===== src/rtl/fpu_pkg.sv =====
// Shared helpers for the pipelined FP adder: field extract/pack, flag indices, canonical NaN.
// Helpers work on 64-bit containers so any EXP_W/MAN_W up to 63 total bits fits.
package fpu_pkg;

    localparam int unsigned FLAG_INV = 2;
    localparam int unsigned FLAG_OVF = 1;
    localparam int unsigned FLAG_INX = 0;

    function automatic logic [63:0] field_mask(input int unsigned w);
        return (64'd1 << w) - 64'd1;
    endfunction

    function automatic logic [63:0] field_exp(input logic [63:0] x, input int unsigned exp_w,
                                              input int unsigned man_w);
        return (x >> man_w) & field_mask(exp_w);
    endfunction

    function automatic logic [63:0] field_frac(input logic [63:0] x, input int unsigned man_w);
        return x & field_mask(man_w);
    endfunction

    function automatic logic [63:0] pack_fp(input logic sign, input logic [63:0] exp,
                                            input logic [63:0] frac, input int unsigned exp_w,
                                            input int unsigned man_w);
        return ({63'd0, sign} << (exp_w + man_w)) | ((exp & field_mask(exp_w)) << man_w) |
               (frac & field_mask(man_w));
    endfunction

    // Positive quiet NaN: exponent all ones, only the fraction MSB set.
    function automatic logic [63:0] canon_nan(input int unsigned exp_w, input int unsigned man_w);
        return (field_mask(exp_w) << man_w) | (64'd1 << (man_w - 1));
    endfunction

endpackage


===== src/rtl/fpu_lzc.sv =====
// Leading-zero counter; an all-zero input returns WIDTH.
module fpu_lzc #(
    parameter int unsigned WIDTH = 28,
    localparam int unsigned CW = $clog2(WIDTH + 1)
) (
    input  logic [WIDTH-1:0] data_i,
    output logic [CW-1:0]    count_o
);

    always_comb begin
        count_o = CW'(WIDTH);
        // Later (higher) set bits override, leaving the MSB-most one.
        for (int i = 0; i < WIDTH; i++) begin
            if (data_i[i]) count_o = CW'(WIDTH - 1 - i);
        end
    end

endmodule


===== src/rtl/fpu_add_pipe.sv =====
// 3-stage pipelined FP add/sub: S1 unpack/align, S2 add, S3 normalize/round/pack.
// Define FPU_RNE_EN for round-to-nearest-even; otherwise round toward zero.
module fpu_add_pipe
    import fpu_pkg::*;
#(
    parameter int unsigned EXP_W = 8,
    parameter int unsigned MAN_W = 23,
    localparam int unsigned W = 1 + EXP_W + MAN_W
) (
    input  logic         clk,
    input  logic         reset,
    input  logic         in_valid,
    output logic         in_ready,
    input  logic [W-1:0] in_a,
    input  logic [W-1:0] in_b,
    input  logic         in_sub,
    output logic         out_valid,
    input  logic         out_ready,
    output logic [W-1:0] out,
    output logic [2:0]   out_flags
);

    localparam int unsigned SW = MAN_W + 4;  // hidden | frac | guard | round | sticky
    localparam int unsigned AW = MAN_W + 5;  // carry + SW
    localparam int unsigned CW = $clog2(AW + 1);
    localparam int unsigned EW = ((EXP_W > CW) ? EXP_W : CW) + 1;
    localparam logic [EXP_W-1:0] EXP_MAX = '1;

    logic advance;
    assign advance  = out_ready | ~out_valid;
    assign in_ready = advance;

    // ---------------- S1: unpack, specials, swap, align ----------------
    logic             a_s, b_s, a_nan, b_nan, a_inf, b_inf, swap, s1_spec;
    logic [EXP_W-1:0] a_e, b_e, l_e, s_e, diff;
    logic [MAN_W-1:0] a_f, b_f, a_fz, b_fz;
    logic [SW-1:0]    a_sig, b_sig, l_sig, s_sig, s_aln;
    logic [2*SW-1:0]  wide;
    logic [31:0]      diff_x;
    logic [W-1:0]     s1_res;
    logic [2:0]       s1_flags;

    always_comb begin
        a_s   = in_a[W-1];
        b_s   = in_b[W-1] ^ in_sub;
        a_e   = EXP_W'(field_exp(64'(in_a), EXP_W, MAN_W));
        b_e   = EXP_W'(field_exp(64'(in_b), EXP_W, MAN_W));
        a_f   = MAN_W'(field_frac(64'(in_a), MAN_W));
        b_f   = MAN_W'(field_frac(64'(in_b), MAN_W));
        a_nan = (a_e == EXP_MAX) && (a_f != '0);
        b_nan = (b_e == EXP_MAX) && (b_f != '0);
        a_inf = (a_e == EXP_MAX) && (a_f == '0);
        b_inf = (b_e == EXP_MAX) && (b_f == '0);
        // exp=0 means zero or denormal; both flush to signed zero.
        a_fz  = (a_e == '0) ? '0 : a_f;
        b_fz  = (b_e == '0) ? '0 : b_f;
        a_sig = {a_e != '0, a_fz, 3'b000};
        b_sig = {b_e != '0, b_fz, 3'b000};
        swap  = {b_e, b_fz} > {a_e, a_fz};
        l_e   = swap ? b_e : a_e;
        s_e   = swap ? a_e : b_e;
        l_sig = swap ? b_sig : a_sig;
        s_sig = swap ? a_sig : b_sig;
        diff  = l_e - s_e;
        diff_x = 32'(diff);
        wide  = {s_sig, {SW{1'b0}}} >> diff;
        if (diff_x >= MAN_W + 3) begin
            s_aln = {{(SW-1){1'b0}}, |s_sig};
        end else begin
            s_aln = wide[2*SW-1:SW] | {{(SW-1){1'b0}}, |wide[SW-1:0]};
        end

        s1_spec  = 1'b0;
        s1_res   = '0;
        s1_flags = '0;
        if (a_nan || b_nan) begin
            s1_spec  = 1'b1;
            s1_res   = W'(canon_nan(EXP_W, MAN_W));
            s1_flags[FLAG_INV] = (a_nan && !a_f[MAN_W-1]) || (b_nan && !b_f[MAN_W-1]);
        end else if (a_inf && b_inf && (a_s != b_s)) begin
            s1_spec  = 1'b1;
            s1_res   = W'(canon_nan(EXP_W, MAN_W));
            s1_flags[FLAG_INV] = 1'b1;
        end else if (a_inf || b_inf) begin
            s1_spec  = 1'b1;
            s1_res   = W'(pack_fp(a_inf ? a_s : b_s, 64'(EXP_MAX), 64'd0, EXP_W, MAN_W));
        end
    end

    logic             v1_q, spec1_q, sign1_q, sub1_q;
    logic [W-1:0]     sres1_q;
    logic [2:0]       sflg1_q;
    logic [EXP_W-1:0] exp1_q;
    logic [SW-1:0]    sigl1_q, sigs1_q;

    // ---------------- S2: significand add/subtract ----------------
    logic [AW-1:0] s2_sum;
    logic          s2_sign;

    always_comb begin
        s2_sum  = sub1_q ? ({1'b0, sigl1_q} - {1'b0, sigs1_q})
                         : ({1'b0, sigl1_q} + {1'b0, sigs1_q});
        s2_sign = (sub1_q && (s2_sum == '0)) ? 1'b0 : sign1_q;
    end

    logic             v2_q, spec2_q, sign2_q;
    logic [W-1:0]     sres2_q;
    logic [2:0]       sflg2_q;
    logic [EXP_W-1:0] exp2_q;
    logic [AW-1:0]    sum2_q;

    // ---------------- S3: normalize, round, pack ----------------
    logic [CW-1:0]  lz;
    logic [SW-1:0]  norm;
    logic [EW-1:0]  exp_x, lz_x, e_n, e_r;
    logic [MAN_W:0] rnd;
    logic           carry, underflow, round_up, rnd_carry, inexact;
    logic [W-1:0]   s3_res;
    logic [2:0]     s3_flags;

    fpu_lzc #(.WIDTH(AW)) u_lzc (
        .data_i  (sum2_q),
        .count_o (lz)
    );

    always_comb begin
        exp_x     = EW'(exp2_q);
        lz_x      = EW'(lz);
        carry     = sum2_q[AW-1];
        underflow = !carry && (exp_x < lz_x);
        if (carry) begin
            norm = SW'(sum2_q >> 1) | {{(SW-1){1'b0}}, sum2_q[0]};
            e_n  = exp_x + EW'(1);
        end else begin
            norm = SW'(sum2_q << (lz - CW'(1)));
            e_n  = exp_x - lz_x + EW'(1);
        end
        inexact = |norm[2:0];
`ifdef FPU_RNE_EN
        round_up = norm[2] & (norm[1] | norm[0] | norm[3]);
`else
        round_up = 1'b0;
`endif
        rnd       = norm[SW-1:3] + {{MAN_W{1'b0}}, round_up};
        // Hidden bit wrapping to 0 means the fraction rounded up past all-ones.
        rnd_carry = norm[SW-1] & ~rnd[MAN_W];
        e_r       = e_n + EW'(rnd_carry);

        s3_res   = '0;
        s3_flags = '0;
        if (spec2_q) begin
            s3_res   = sres2_q;
            s3_flags = sflg2_q;
        end else if (sum2_q == '0) begin
            s3_res = W'(pack_fp(sign2_q, 64'd0, 64'd0, EXP_W, MAN_W));
        end else if (underflow) begin
            s3_res = W'(pack_fp(sign2_q, 64'd0, 64'd0, EXP_W, MAN_W));
            s3_flags[FLAG_INX] = 1'b1;
        end else if (e_r >= EW'(EXP_MAX)) begin
            s3_flags[FLAG_OVF] = 1'b1;
            s3_flags[FLAG_INX] = 1'b1;
`ifdef FPU_RNE_EN
            s3_res = W'(pack_fp(sign2_q, 64'(EXP_MAX), 64'd0, EXP_W, MAN_W));
`else
            s3_res = W'(pack_fp(sign2_q, 64'(EXP_MAX - 1'b1), 64'({MAN_W{1'b1}}), EXP_W, MAN_W));
`endif
        end else begin
            s3_res = W'(pack_fp(sign2_q, 64'(e_r), 64'(rnd), EXP_W, MAN_W));
            s3_flags[FLAG_INX] = inexact;
        end
    end

    logic         v3_q;
    logic [W-1:0] out_q;
    logic [2:0]   flags_q;

    always_ff @(posedge clk) begin
        if (reset) begin
            v1_q    <= 1'b0;
            v2_q    <= 1'b0;
            v3_q    <= 1'b0;
            out_q   <= '0;
            flags_q <= '0;
        end else if (advance) begin
            v1_q <= in_valid;
            v2_q <= v1_q;
            v3_q <= v2_q;
            if (v2_q) begin
                out_q   <= s3_res;
                flags_q <= s3_flags;
            end
        end
    end

    always_ff @(posedge clk) begin
        if (advance) begin
            spec1_q <= s1_spec;
            sres1_q <= s1_res;
            sflg1_q <= s1_flags;
            sign1_q <= swap ? b_s : a_s;
            sub1_q  <= a_s ^ b_s;
            exp1_q  <= l_e;
            sigl1_q <= l_sig;
            sigs1_q <= s_aln;
            spec2_q <= spec1_q;
            sres2_q <= sres1_q;
            sflg2_q <= sflg1_q;
            sign2_q <= s2_sign;
            exp2_q  <= exp1_q;
            sum2_q  <= s2_sum;
        end
    end

    assign out_valid = v3_q;
    assign out       = out_q;
    assign out_flags = flags_q;

endmodule


===== config.mk =====
export PLATFORM = sky130hd
export DESIGN_NAME = fpu_add_pipe
export DESIGN_NICKNAME = d
export VERILOG_FILES = /design/src/rtl/fpu_pkg.sv /design/src/rtl/fpu_lzc.sv /design/src/rtl/fpu_add_pipe.sv
export SDC_FILE = /design/constraint.sdc
export NUM_CORES = 1
export LEC_CHECK = 0
export ABC_AREA = 0
export CORE_UTILIZATION = 60
export CTS_CLUSTER_SIZE = 14
export DETAILED_ROUTE_END_ITERATION = 8
export GPL_TIMING_DRIVEN = 0
export PLACE_DENSITY = 0.81
export RECOVER_POWER = 25
export SLEW_MARGIN = 25
export SYNTH_ARGS = -nofsm -noshare
export SYNTH_HDL_FRONTEND = slang
export SYNTH_SLANG_ARGS = --single-unit

===== constraint.sdc =====
create_clock -name clk -period 9.65 [get_ports clk]
set_input_delay 2.895 -clock clk [delete_from_list [all_inputs] [get_ports clk]]
set_output_delay 2.895 -clock clk [all_outputs]
set_load 0.05 [all_outputs]

Yosys cells after proc, flatten, opt, wreduce, memory -nomap -nowiden
Cells that the tools add are included.

word-level totals
  register bits = 207
  input port bits = 69
  output and inout port bits = 37
  logic and storage cells = 133

operators by class
  order comparisons = 4
  shifts and indexed selects = 2
  bitwise logic cells = 9
  mux-type cells = 55
  reduce and logical (&&, ||, !) cells = 32
  equality and inequality tests = 3
  $add $sub $neg = 7

operators by type and width
  operator              count
  $mux W32              4
  $mux W5               16
  $logic_not A28 Y1     2
  $mux W27              2
  $reduce_or A27 Y1     2
  $shr A54 B8 Y54       1
  $logic_not A23 Y1     2
  $mux W23              2
  $reduce_bool A23 Y1   2
  $mux W4               8
  $or A32 B23 Y32       1
  $or A32 B31 Y32       1
  $gt A31 B31 Y1        1
  $mux W31              1
  $add A27 B27 Y28      1
  $mux W28              1
  $shl A28 B5 Y26       1
  $sub A27 B27 Y28      1
  $or A27 B1 Y27        1
  $mux W26              1
  $or A26 B1 Y26        1
  $eq A8 B8 Y1 const B  2
  $logic_not A8 Y1      2
  $mux W8               2
  other kinds (23)      54

Longest topological paths before layout
  depth in word-level cells = 37
  mapped depth = 27
  gate-level depth less buffers = 25

By module
A second synthesis with hierarchy kept.

unflattened totals
  cells, all modules = 1746
  area, all modules = 14229.9 sq um

by module, submodules not included
  module        sequential area each (sq um)  instances  cells each  area an instance (sq um)
  fpu_add_pipe  3943.8                        1          1686        13893.3
  fpu_lzc       0.0                           1          60          336.6

Worst setup path before layout
Ideal clock, no wire load.

  path type = input port to flip-flop
  start = input port in_b[23]
  end = register sigs1_q[0], data pin
  path slack = 1.099 ns
  buffers on the path = 3
  stages on the path = 24
  required time = 9.381 ns
  data arrival time = 8.282 ns
  setup time = 0.269 ns
  cells stage by stage = nor4_1 nand2_1 clkbuf_1 clkbuf_1 nand2_1 inv_1 ha_1 nor2b_1 o211a_1 o21a_1 o311ai_2 nand3_1 and2_1 ha_1 or4_4 nand2_4 buf_6 mux4_2 and3_1 o31a_1 or4b_1 o31ai_1 a221oi_1 a2bb2oi_1

on the way
  longest elaborated chain between the ends = 9
  elaborated cells on any way between the ends = 14
  those cells by class = add/sub (1); order compare (2); shift (1); mux (5); bitwise (1); reduce/logical (4)

RTL lines
  element                            RTL line                                RTL
  start, declared                    fpu_add_pipe.sv:15                      input logic [W-1:0] in_b,
  $logic_not A8 Y1                   fpu_add_pipe.sv:56                      b_fz = (b_e == '0) ? '0 : b_f;
  $mux W23                           fpu_add_pipe.sv:56
  $gt A31 B31 Y1                     fpu_add_pipe.sv:59                      swap = {b_e, b_fz} > {a_e, a_fz};
  $mux W8, on equally long branches  fpu_add_pipe.sv:60, fpu_add_pipe.sv:61
  $sub A8 B8 Y8                      fpu_add_pipe.sv:64                      diff = l_e - s_e;
  $shr A54 B8 Y54                    fpu_add_pipe.sv:66                      wide = {s_sig, {SW{1'b0}}} >> diff;
  $reduce_or A27 Y1                  fpu_add_pipe.sv:70                      s_aln = wide[2*SW-1:SW] | {{(SW-1){1'b0}}, |wide[SW-1:0]};
  $or A27 B1 Y27                     fpu_add_pipe.sv:70
  $mux W1 (*)                        fpu_add_pipe.sv:67                      if (diff_x >= MAN_W + 3) begin
  net s_aln[0]                       fpu_add_pipe.sv:37                      logic [SW-1:0] a_sig, b_sig, l_sig, s_sig, s_aln;
  end signal, assigned               fpu_add_pipe.sv:204                     sigs1_q <= s_aln;
  end, declared                      fpu_add_pipe.sv:94                      logic [SW-1:0] sigl1_q, sigs1_q;

The timed path passes the listed nets; every way through them passes the cells marked *.
A chain may end at the register's enable or synchronous reset.

Worst setup path in the final report
  start = input port in_a[27]
  end = register sigs1_q[0], data pin

on the way
  longest elaborated chain between the ends = 9
  elaborated cells on any way between the ends = 14
  those cells by class = add/sub (1); order compare (2); shift (1); mux (5); bitwise (1); reduce/logical (4)

RTL lines
  element                            RTL line                                RTL
  start, declared                    fpu_add_pipe.sv:14                      input logic [W-1:0] in_a,
  $logic_not A8 Y1                   fpu_add_pipe.sv:55                      a_fz = (a_e == '0) ? '0 : a_f;
  $mux W23                           fpu_add_pipe.sv:55
  $gt A31 B31 Y1                     fpu_add_pipe.sv:59
  $mux W8, on equally long branches  fpu_add_pipe.sv:60, fpu_add_pipe.sv:61
  $sub A8 B8 Y8                      fpu_add_pipe.sv:64
  $shr A54 B8 Y54                    fpu_add_pipe.sv:66
  $reduce_or A27 Y1                  fpu_add_pipe.sv:70
  $or A27 B1 Y27                     fpu_add_pipe.sv:70
  $mux W1 (*)                        fpu_add_pipe.sv:67
  net s_aln[0]                       fpu_add_pipe.sv:37

Marked as above.

==> flow_summary.toml <==
[cells_and_area]
layout-drive-gt1-share_pct = 8.89
fin_nets = 1880
syn_to_final_growth_pct = 16.1
most-common-layout-cells = "191 x nand2_1, 125 x nor2_1, 106 x edfxtp_1, 101 x clkdlybuf4s50_1, 95 x o21ai_0"
final_common_cell = "nand2_1"
postLayoutCellArea_mm2 = 0.0161
antenna-diode-count = 0
stdcell_count = 2028
post-route-util_pct = 71.0

[grt]
vias_in_the_first_global_route = 13400
pin_count_of_the_biggest_net_entering_global_routing = 88
global_route.overflow_total = 0
total_track_usage_pct = 40.1
antenna_found_initial = 0
grt_first_pass_wirelength_mm = 73.6

[floorplanning]
start_util_pct = 61.1
rows = 55
dieWidth_um = 154
die_height_um = 154
dieArea_mm2 = 0.0237
ios = 106
core-area_mm2 = 0.0226

[logic_synthesis]
yosys_warnings = 0
synth.yosys.seq_area_share_pct = 28.5
netlist_instances = 1597
mappedNetlistArea_mm2 = 0.0138
synth.net_count = 1747
yosys.area_share.simple_pct = 18.6
combinational_family_with_the_most_area_after_synthesis = "compound AO/OA/AOI/OAI gates"
netlist-cell-type-count = 89
post_synth_xor_area_fraction_pct = 4.56
flip_flop_and_latch_count_after_synthesis = 144
synth-compound-area-share_pct = 23.2
postSynthAreaPerCell_um2 = 8.67
synth-edff-count = 106
ys_async_sr_fraction_pct = 0
synth.area.mux_share_pct = 12.8
post_synth_fa_ha_maj_area_fraction_pct = 7.43
synth_flop_cell = "edfxtp_1"

[timing]
finClkSkew_ns = 0.0166
final_period_minus_worst_setup_slack_ns = 9.51
final_hold_viol_count = 0
totalNegativeSetupSlack_ns = 0
setup_viol = 0
finalHoldWorstSlack_ns = 0.419
layout_setup_ws_ns = 0.143
tightestPinTransition_ns = 1.11
min_period_over_period_pct = 98.5
max-slew-margin-rel_pct = 25.9
fmax_ghz = 0.105
final-max-slew-violation-count = 0

[worst_setup_path]
beginning_of_the_critical_path = "in_a[27]"
critPathCaptureType = "flop"
worstSetupPathType = "input pin to flop"
timing.rr.end = "out[0]"
reg2reg_slack_ns = 3.00
worstPathMaxFanout = 10
endpoint = "sigs1_q[0]"
worst-endpoint-required_ns = 9.79
worst_r2r_startpoint = "sum2_q[0]"
cell_depth_of_the_worst_flop_to_flop_path = 27
cp_arrival_ns = 9.65
crit_path_start_kind = "input pin"

[clock_tree]
cts_hold_repair.buffers = 0
clkLatencyLatePin_ns = 0.44
clock_tree.htree_level_count = 4
cts-root-to-sink-buffers = 2
cts.sink_count = 144
cts-buffers-inserted = 17
clk_pin_slew_worst_paths_ns = 0.07
root_buffer = "clkbuf_16"
cts_tree = "built"

[detailed_routing]
route.detailed.vias_per_inst = 6.92
detail_route.drc_violations = 0
drt-initial-drc-count = 1646
detail_route.wirelength_mm = 47.5
drt-pass1-iter-count = 6
routedWlPerCell_um = 23.4
routed-via-count = 14000
postRouteAntennaNets = 0

[placed_design]
port-buffer-count = 104
place_area_mm2 = 0.0153
placement_stage_worst_setup_slack_ns = -1.35
dp_hpwl_mm = 37.0
place.detailed.instances = 1987
place.gp.congestion = 1.15

[job]
max_cap_violations = 0

[power]
p_switching_mw = 2.21
p_per_area_mw_per_mm2 = 281
power_frac_comb_pct = 63.0
peakVddDrop_uv = 170
cellLeakagePower_nw = 6.21
cell_internal_power_mw = 2.31
sw_frac_of_total_pct = 48.9
total_power_mw = 4.52
sequentialPowerShare_pct = 22.0
pwr-share-clk_pct = 15.0

[outcome]
outcome = "finished, final reports clean"

[hold_path]
hold_path_class = "flop to flop"
==> cells in the mapped netlist, drive strengths merged (8+ instances only) <==
master  instances  area (µm²)
xnor2          59         517
nor2b          14        87.6
a21o           18         135
nand4          19         125
nor3           49         245
edfxtp        106        3180
nand2         195         739
mux4           41         923
nand3          46         235
ha             79         988
o31ai          11        96.3
mux2i          64         641
nor4           31         206
dfxtp          38         761
buf            20         110
clkbuf         67         251
o21ai         102         510
or3             8        50.1
o211ai         17         128
a211oi         35         263
a31oi          20         125
mux2           19         214
o21a           18         135
inv            82         308
a221oi         38         333
a32oi          12         105
a21oi          86         430
or4             9        71.3
and2           14        87.6
and3           10        62.6
a221o          10         100
a21boi         13        97.6
nor2          127         484
xor2           13         114
==> cells by family (layout without fill, tap and decap cells) <==
| family | Yosys count | in the layout |
|---|---|---|
| simple gates | 546 | 546 |
| mux | 124 | 124 |
| compound gates | 460 | 460 |
| fa+ha+maj | 81 | 81 |
| flops | 144 | 144 |
| buf+inv | 170 | 316 |
| xor+xnor | 72 | 72 |
==> final cells by class <==
type                    instances  area [µm²]
multi-input cells            1283        9330
fillers                      1766        6570
well taps                     285         357
flip-flops and latches        144        3940
repair buffers                115        1150
plain buffers                  86         367
inverters                      83         313
clock inverters                15         184
clock buffers                  17         425
==> power groups by stage <==
stage | clock network (mW) | logic [mW] | registers [mW]
after global routing | 0.699 | 3.05 | 1.01
after floorplan | 0 | 1.99 | 0.975
after detailed placement | 0 | 2.72 | 0.997
final | 0.678 | 2.85 | 0.997
after CTS | 0.677 | 2.75 | 0.986
after global placement | 0 | 2.70 | 0.995
==> worst max-delay path: stages <==
cell             delay [ns]
clkdlybuf4s50_1        0.46
nor4_1                 0.53
nand2_2                0.21
clkbuf_2               0.27
nand2_1                0.24
inv_1                  0.14
ha_1                   0.29
nand4_1                0.09
buf_4                  0.18
or4_1                  0.59
o311ai_4               0.13
nand3_1                0.13
and2_1                 0.17
ha_1                   0.23
or4_4                  0.63
nand2_4                0.14
buf_6                  0.17
mux4_2                 0.40
and3_1                 0.22
o31a_1                 0.29
or4b_1                 0.56
o31ai_1                0.30
a221oi_1               0.14
a2bb2oi_2              0.22
==> routing by layer <==
layer	GRT usage [%]	up-vias	wire length, µm
met1	45.4	6538	17300
met2	69.0	879	22800
met3	5.86	230	3670
met5	0	-	0
met4	29.9	0	3700
li1	-	6380	-
==> repair_timing <==
item                       in CTS  in global routing
pin swaps                       3                  3
buffers inserted                6                  4
resized for setup               9                 25
setup endpoints to repair      26                 18
==> how the worst min path moves through the flow <==
| stage | endpoint | cells past startpoint | startpoint | slack [ns] |
|---|---|---|---|---|
| 2_1_floorplan | exp2_q[0] | 0 | exp1_q[0] | 0.40 |
| 3_3_place_gp | exp2_q[6] | 0 | exp1_q[6] | 0.40 |
| 3_5_place_dp | exp2_q[5] | 0 | exp1_q[5] | 0.40 |
| 4_1_cts | exp2_q[5] | 0 | exp1_q[5] | 0.42 |
| 5_1_grt | exp2_q[5] | 0 | exp1_q[5] | 0.42 |
| 6_report | exp2_q[5] | 0 | exp1_q[5] | 0.42 |
==> sequential cells by signal, indices dropped and copies added, names as in the netlist, 8 cells and up <==
register  flops
sigl1_q      24
out          32
sum2_q       28
exp1_q        8
sigs1_q      27
exp2_q        8
Note: power is estimated with default switching activity, not from simulation.
